`src/rtl/ppd_subfilter_bank.sv`:
```
// Polyphase decimator branch-filter stage: per accepted frame, pushes M channel samples into
// M L-deep delay lines and sums all branch FIRs through one time-shared signed MAC.
module ppd_subfilter_bank #(
    parameter int gp_idata_width       = 8,
    parameter int gp_decimation_factor = 4,
    parameter int gp_taps_per_phase    = 4,
    parameter int gp_coeff_width       = 8,
    localparam int c_num_taps   = gp_decimation_factor * gp_taps_per_phase,
    localparam int c_addr_width = (c_num_taps > 1) ? $clog2(c_num_taps) : 1,
    localparam int c_acc_width  = gp_idata_width + gp_coeff_width + $clog2(c_num_taps)
) (
    input  logic                                           i_clk,
    input  logic                                           i_rst,
    input  logic                                           i_ena,
    input  logic                                           i_vld,
    input  logic [gp_decimation_factor*gp_idata_width-1:0] i_data,
    input  logic                                           i_coeff_wr,
    input  logic [c_addr_width-1:0]                        i_coeff_addr,
    input  logic [gp_coeff_width-1:0]                      i_coeff_data,
    input  logic                                           i_ovf_clr,
    output logic [c_acc_width-1:0]                         o_data,
    output logic                                           o_vld,
    output logic                                           o_busy,
    output logic                                           o_ovf
);

    localparam int c_b_width = (gp_decimation_factor > 1) ? $clog2(gp_decimation_factor) : 1;
    localparam int c_k_width = (gp_taps_per_phase > 1) ? $clog2(gp_taps_per_phase) : 1;
    localparam logic [c_b_width-1:0] c_b_last = c_b_width'(gp_decimation_factor - 1);
    localparam logic [c_k_width-1:0] c_k_last = c_k_width'(gp_taps_per_phase - 1);

    typedef enum logic [1:0] {
        st_idle = 2'd0,
        st_mac  = 2'd1,
        st_done = 2'd2
    } state_t;

    state_t state_r;
    state_t state_next_s;

    logic signed [gp_idata_width-1:0] dline_r [gp_decimation_factor][gp_taps_per_phase];
    logic signed [gp_coeff_width-1:0] coeff_r [c_num_taps];

    logic [c_b_width-1:0]          b_cnt_r;
    logic [c_k_width-1:0]          k_cnt_r;
    logic signed [c_acc_width-1:0] acc_r;
    logic [c_acc_width-1:0]        data_r;
    logic                          vld_r;
    logic                          busy_r;
    logic                          ovf_r;

    logic                          accept_s;
    logic                          drop_s;
    logic                          last_s;
    logic                          coeff_we_s;
    logic [c_addr_width-1:0]       tap_addr_s;
    logic signed [c_acc_width-1:0] coeff_ext_s;
    logic signed [c_acc_width-1:0] sample_ext_s;
    logic signed [c_acc_width-1:0] prod_s;
    logic signed [c_acc_width-1:0] acc_sum_s;

    // Next-state decode; frames arriving outside IDLE are flagged for dropping
    always_comb begin
        state_next_s = state_r;
        accept_s     = 1'b0;
        drop_s       = 1'b0;
        case (state_r)
            st_idle: begin
                if (i_vld) begin
                    state_next_s = st_mac;
                    accept_s     = 1'b1;
                end else begin
                    state_next_s = st_idle;
                end
            end
            st_mac: begin
                drop_s = i_vld;
                if (last_s) begin
                    state_next_s = st_done;
                end else begin
                    state_next_s = st_mac;
                end
            end
            st_done: begin
                drop_s       = i_vld;
                state_next_s = st_idle;
            end
            default: begin
                state_next_s = st_idle;
            end
        endcase
    end

    // Tap selection and full-precision product, operands sign-extended to the accumulator width
    always_comb begin
        last_s       = (b_cnt_r == c_b_last) && (k_cnt_r == c_k_last);
        tap_addr_s   = c_addr_width'(int'(b_cnt_r) * gp_taps_per_phase + int'(k_cnt_r));
        coeff_ext_s  = c_acc_width'(coeff_r[tap_addr_s]);
        sample_ext_s = c_acc_width'(dline_r[b_cnt_r][k_cnt_r]);
        prod_s       = coeff_ext_s * sample_ext_s;
        acc_sum_s    = acc_r + prod_s;
    end

    // Coefficient writes land only while idle and only for in-range addresses
    always_comb begin
        if (i_ena && i_coeff_wr && (state_r == st_idle)) begin
            coeff_we_s = ({1'b0, i_coeff_addr} < (c_addr_width + 1)'(c_num_taps));
        end else begin
            coeff_we_s = 1'b0;
        end
    end

    // FSM state register
    always_ff @(posedge i_clk or posedge i_rst) begin
        if (i_rst) begin
            state_r <= st_idle;
        end else if (i_ena) begin
            state_r <= state_next_s;
        end
    end

    // Per-branch delay lines shift once per accepted frame
    always_ff @(posedge i_clk or posedge i_rst) begin
        if (i_rst) begin
            for (int b = 0; b < gp_decimation_factor; b++) begin
                for (int k = 0; k < gp_taps_per_phase; k++) begin
                    dline_r[b][k] <= '0;
                end
            end
        end else if (i_ena && accept_s) begin
            for (int b = 0; b < gp_decimation_factor; b++) begin
                dline_r[b][0] <= i_data[b*gp_idata_width +: gp_idata_width];
                for (int k = 1; k < gp_taps_per_phase; k++) begin
                    dline_r[b][k] <= dline_r[b][k-1];
                end
            end
        end
    end

    // Coefficient RAM, address a = b*L + k
    always_ff @(posedge i_clk or posedge i_rst) begin
        if (i_rst) begin
            for (int a = 0; a < c_num_taps; a++) begin
                coeff_r[a] <= '0;
            end
        end else if (coeff_we_s) begin
            coeff_r[i_coeff_addr] <= i_coeff_data;
        end
    end

    // Accumulator and tap counters: branch b is the outer loop, tap k the inner loop
    always_ff @(posedge i_clk or posedge i_rst) begin
        if (i_rst) begin
            acc_r   <= '0;
            b_cnt_r <= '0;
            k_cnt_r <= '0;
        end else if (i_ena) begin
            if (accept_s) begin
                acc_r   <= '0;
                b_cnt_r <= '0;
                k_cnt_r <= '0;
            end else if (state_r == st_mac) begin
                acc_r <= acc_sum_s;
                if (last_s) begin
                    b_cnt_r <= '0;
                    k_cnt_r <= '0;
                end else if (k_cnt_r == c_k_last) begin
                    b_cnt_r <= b_cnt_r + c_b_width'(1);
                    k_cnt_r <= '0;
                end else begin
                    k_cnt_r <= k_cnt_r + c_k_width'(1);
                end
            end
        end
    end

    // Result capture on the final product so o_vld and o_data appear together in DONE
    always_ff @(posedge i_clk or posedge i_rst) begin
        if (i_rst) begin
            data_r <= '0;
            vld_r  <= 1'b0;
            busy_r <= 1'b0;
        end else if (i_ena) begin
            vld_r  <= (state_r == st_mac) && last_s;
            busy_r <= (state_next_s != st_idle);
            if ((state_r == st_mac) && last_s) begin
                data_r <= acc_sum_s;
            end
        end
    end

    // Sticky drop flag; a new drop outranks a simultaneous clear
    always_ff @(posedge i_clk or posedge i_rst) begin
        if (i_rst) begin
            ovf_r <= 1'b0;
        end else if (i_ena) begin
            if (drop_s) begin
                ovf_r <= 1'b1;
            end else if (i_ovf_clr) begin
                ovf_r <= 1'b0;
            end
        end
    end

    assign o_data = data_r;
    assign o_vld  = vld_r;
    assign o_busy = busy_r;
    assign o_ovf  = ovf_r;

endmodule

```
`config.mk`:
```
export PLATFORM = sky130hd
export DESIGN_NAME = ppd_subfilter_bank
export DESIGN_NICKNAME = d
export VERILOG_FILES = /design/src/rtl/ppd_subfilter_bank.sv
export SDC_FILE = /design/constraint.sdc
export NUM_CORES = 1
export LEC_CHECK = 0
export CAP_MARGIN = 20
export CORE_UTILIZATION = 30
export CTS_CLUSTER_SIZE = 10
export DETAILED_ROUTE_END_ITERATION = 6
export HOLD_SLACK_MARGIN = 0.15
export PLACE_DENSITY = 0.44
export SLEW_MARGIN = 20
export SYNTH_ARGS = -nofsm -noshare
export SYNTH_HDL_FRONTEND = slang
export SYNTH_SLANG_ARGS = --single-unit
```
`constraint.sdc`:
```
create_clock -name i_clk -period 18.6 [get_ports i_clk]
set_input_delay 2.79 -clock i_clk [delete_from_list [all_inputs] [get_ports i_clk]]
set_output_delay 2.79 -clock i_clk [all_outputs]
set_load 0.05 [all_outputs]
```
==> impl_metrics.csv <==
group,metric,value,unit
worst_setup_path,crit_path_cell_trace,"buf_4 -> mux4_2 -> mux4_2 -> and2_1 -> fa_1 -> inv_1 -> fa_1 -> inv_1 -> fa_1 -> fa_1 -> fa_1 -> ha_1 -> a21oi_1 -> nand2_1 -> or3_1 -> and3_1 -> a221oi_2 -> xnor2_1 -> o21ai_1",
floorplan,fp.coreArea,55400,sq um
synth,synth_nets,1400,
floorplan,die_h,240,um
worst_hold_path,min_path_type,"register to register",
synth,seq_area_frac_synth,45.0,%
clocking,cts_hold_buf,0,
clocking,cts_inserted_buffers,40,
synth,yosysUniqueCellTypes,49,
routing,firstDrtPassIters,4,
run_status,outcome,"finished clean",
worst_setup_path,startpoint,"k_cnt_r[0]$_DFFE_PP0P_",
worst_setup_path,cp.depth,19,
synth,yosysWarnings,0,
sta,fin_crit_sh,37.9,%
sta,hold_viol,0,
floorplan,start_util,30.6,%
worst_setup_path,path_class,"register to register",
floorplan,die_w,240,um
layout,layout_common_cells,"dfrtp_1 (301), mux2_2 (247), inv_1 (102)",
clocking,clock_sinks,305,
flow_run,max_cap_viol_count,0,
clocking,clk_pin_slew,0.05,ns
clocking,post_cts_buffers,0,
sta,tns,0,ns
routing,drc,0,
clocking,clock_latency,0.55,ns
synth,ys_ff_latch,305,
synth,netlist_area,16900,sq um
worst_setup_path,start_kind,"register",
layout,fin_nets,1470,
synth,ys_async_sr_fraction,100,%
sta,final-setup-viol-count,0,
worst_setup_path,critPathCaptureType,"register",
layout,syn2layout_area_growth,16.3,%
synth,synthFlopType,"dfrtp_1",
worst_setup_path,cp_num_buf_inv,3,
routing,vias,9610,
worst_setup_path,r2r_start,"k_cnt_r[0]$_DFFE_PP0P_",
layout,diodes,0,
floorplan,dieArea,57400,sq um
routing,ant_nets,0,
worst_setup_path,critPathSlowestCell,"buf_4",
worst_setup_path,critPathMaxStageDelay,0.71,ns
sta,rsz0062_at_grt,"false",
worst_setup_path,cp_common_cell,"fa_1",
grt,overflow,0,
sta,maxSlewHeadroom,25.7,%
grt,grt_pass1_vias,10400,
synth,synth.avg_cell_area,14.0,sq um
worst_setup_path,critPathTopFamily,"adder cells",
worst_setup_path,worstPathArrival,7.46,ns
layout,drive_gt1_share,31.7,%
floorplan,ios,73,
routing,wire_per_inst,18.5,um
grt,grt_pass1_wl,62900,um
worst_setup_path,ff2ff_path_depth,19,
layout,layout_commonest_cell,"dfrtp_1",
routing,wirelength,37900,um
grt,track_usage,14.3,%
worst_setup_path,endpoint,"acc_r[19]$_DFFE_PP0P_",
worst_setup_path,cp_data_required_time,19.00,ns
sta,tightest_slew,1.11,ns
grt,antenna_found_initial,2,
clocking,cts_tree,"built",
synth,synth_edf_count,0,
place,place_congestion,0.766,
place,place_hpwl,25000,um
floorplan,rows,86,
sta,skew,0.00896,ns
sta,period_minus_slack,7.06,ns
routing,vias_per_cell,4.68,
routing,drt-initial-drc-count,410,
sta,fmax,142,MHz
clocking,cts-resized-gates,0,
sta,drv_slew,0,
synth,synthCells,1212,
grt,grt_max_degree,168,
worst_setup_path,r2r_slack,11.54,ns
place,port_buffers,72,
clocking,htreeDepth,2,
worst_setup_path,crit_fanout,44,
clocking,cts_root_buffer,"clkbuf_16",
clocking,clockBufferDepth,3,
worst_setup_path,worstReg2RegEnd,"acc_r[19]$_DFFE_PP0P_",
-- sequential cells by signal (all words and copies together), names as in the netlist --
register and count:
coeff_r 128, dline_r 128, acc_r 20, o_data 20, b_cnt_r 2, k_cnt_r 2
state_r 2, o_busy 1, o_ovf 1, o_vld 1
-- worst min-delay path, delay by kind of cell (launching register included) --
family          cells  cell delay, ns
compound gates      1            0.06
flops               1            0.34
simple gates        1            0.05
-- worst min path at each step --
stage / start / to / slack (ns) / depth (start not counted)
after floorplan: acc_r[6]$_DFFE_PP0P_ / acc_r[6]$_DFFE_PP0P_ / 0.45 / 2
after global placement: coeff_r[24]$_DFFE_PP0P_ / coeff_r[24]$_DFFE_PP0P_ / 0.46 / 1
after detailed placement: coeff_r[28]$_DFFE_PP0P_ / coeff_r[28]$_DFFE_PP0P_ / 0.47 / 1
after CTS: coeff_r[124]$_DFFE_PP0P_ / coeff_r[124]$_DFFE_PP0P_ / 0.49 / 1
after global routing: coeff_r[124]$_DFFE_PP0P_ / coeff_r[124]$_DFFE_PP0P_ / 0.49 / 1
final: o_data[12]$_DFFE_PP0P_ / o_data[12]$_DFFE_PP0P_ / 0.48 / 2
-- Yosys cell counts, drive strengths merged (2+ instances only) --
master,n,area [sq um]
o31ai,2,15.0
o21bai,4,30.0
o21a,3,22.5
nand3,7,35.0
a21oi,14,70.1
nand2b,4,25.0
nand2,71,267
fa,88,1760
and2,34,218
a21o,3,22.5
nor2,21,86.3
nand4,3,18.8
mux4,79,1780
a31oi,3,18.8
clkbuf,39,146
nor3,2,26.3
inv,107,402
and3,4,25.0
buf,17,143
ha,50,626
mux2,264,2970
or3,2,12.5
a22o,7,61.3
nor3b,2,15.0
dfrtp,305,7630
nand3b,2,15.0
o21ai,40,204
o22ai,2,12.5
xnor2,12,105
xor2,9,78.8
nor2b,4,25.0
-- cell type report --
class	count	area (sq um)
inverters	107	409
clock inverters	7	77.6
flip-flops and latches	305	7640
fillers	5387	35700
repair buffers	84	847
clock buffers	57	1170
multi-input cells	744	8630
well taps	748	936
-- through the flow --
step                      cell area, sq um  worst slack, ns  util [%]  cells  hold slack [ns]
after floorplan                      16900             7.38         -   1212            0.450
after global placement               18400            11.54      33.2   1986            0.464
after detailed placement             18400            11.48      33.2   1986            0.472
after CTS                            19700            11.46      35.5   2050            0.487
after global routing                 19700            11.02      35.6   2052            0.493
final                                19700            11.54      35.6   2052            0.481
-- kinds of logic after synthesis --
logic type | after synthesis | share of synthesized area [%]
buf+inv | 163 | 4.08
mux | 344 | 28.1
compound gates | 83 | 3.00
fa+ha+maj | 138 | 14.1
xor+xnor | 21 | 1.09
flops | 305 | 45.0
simple gates | 158 | 4.61
-- metal layers --
layer | vias to the layer above | part of all wire (%) | GRT usage [%]
li1 | 4386 | - | -
met1 | 5030 | 50 | 21.2
met2 | 132 | 44 | 21.1
met3 | 58 | 3.8 | 2.51
met4 | 4 | 2.1 | 4.10
met5 | - | 0.061 | 0
Power is not shown: default switching activity piles up to over one toggle a cycle in this logic, so the estimate is an artifact.
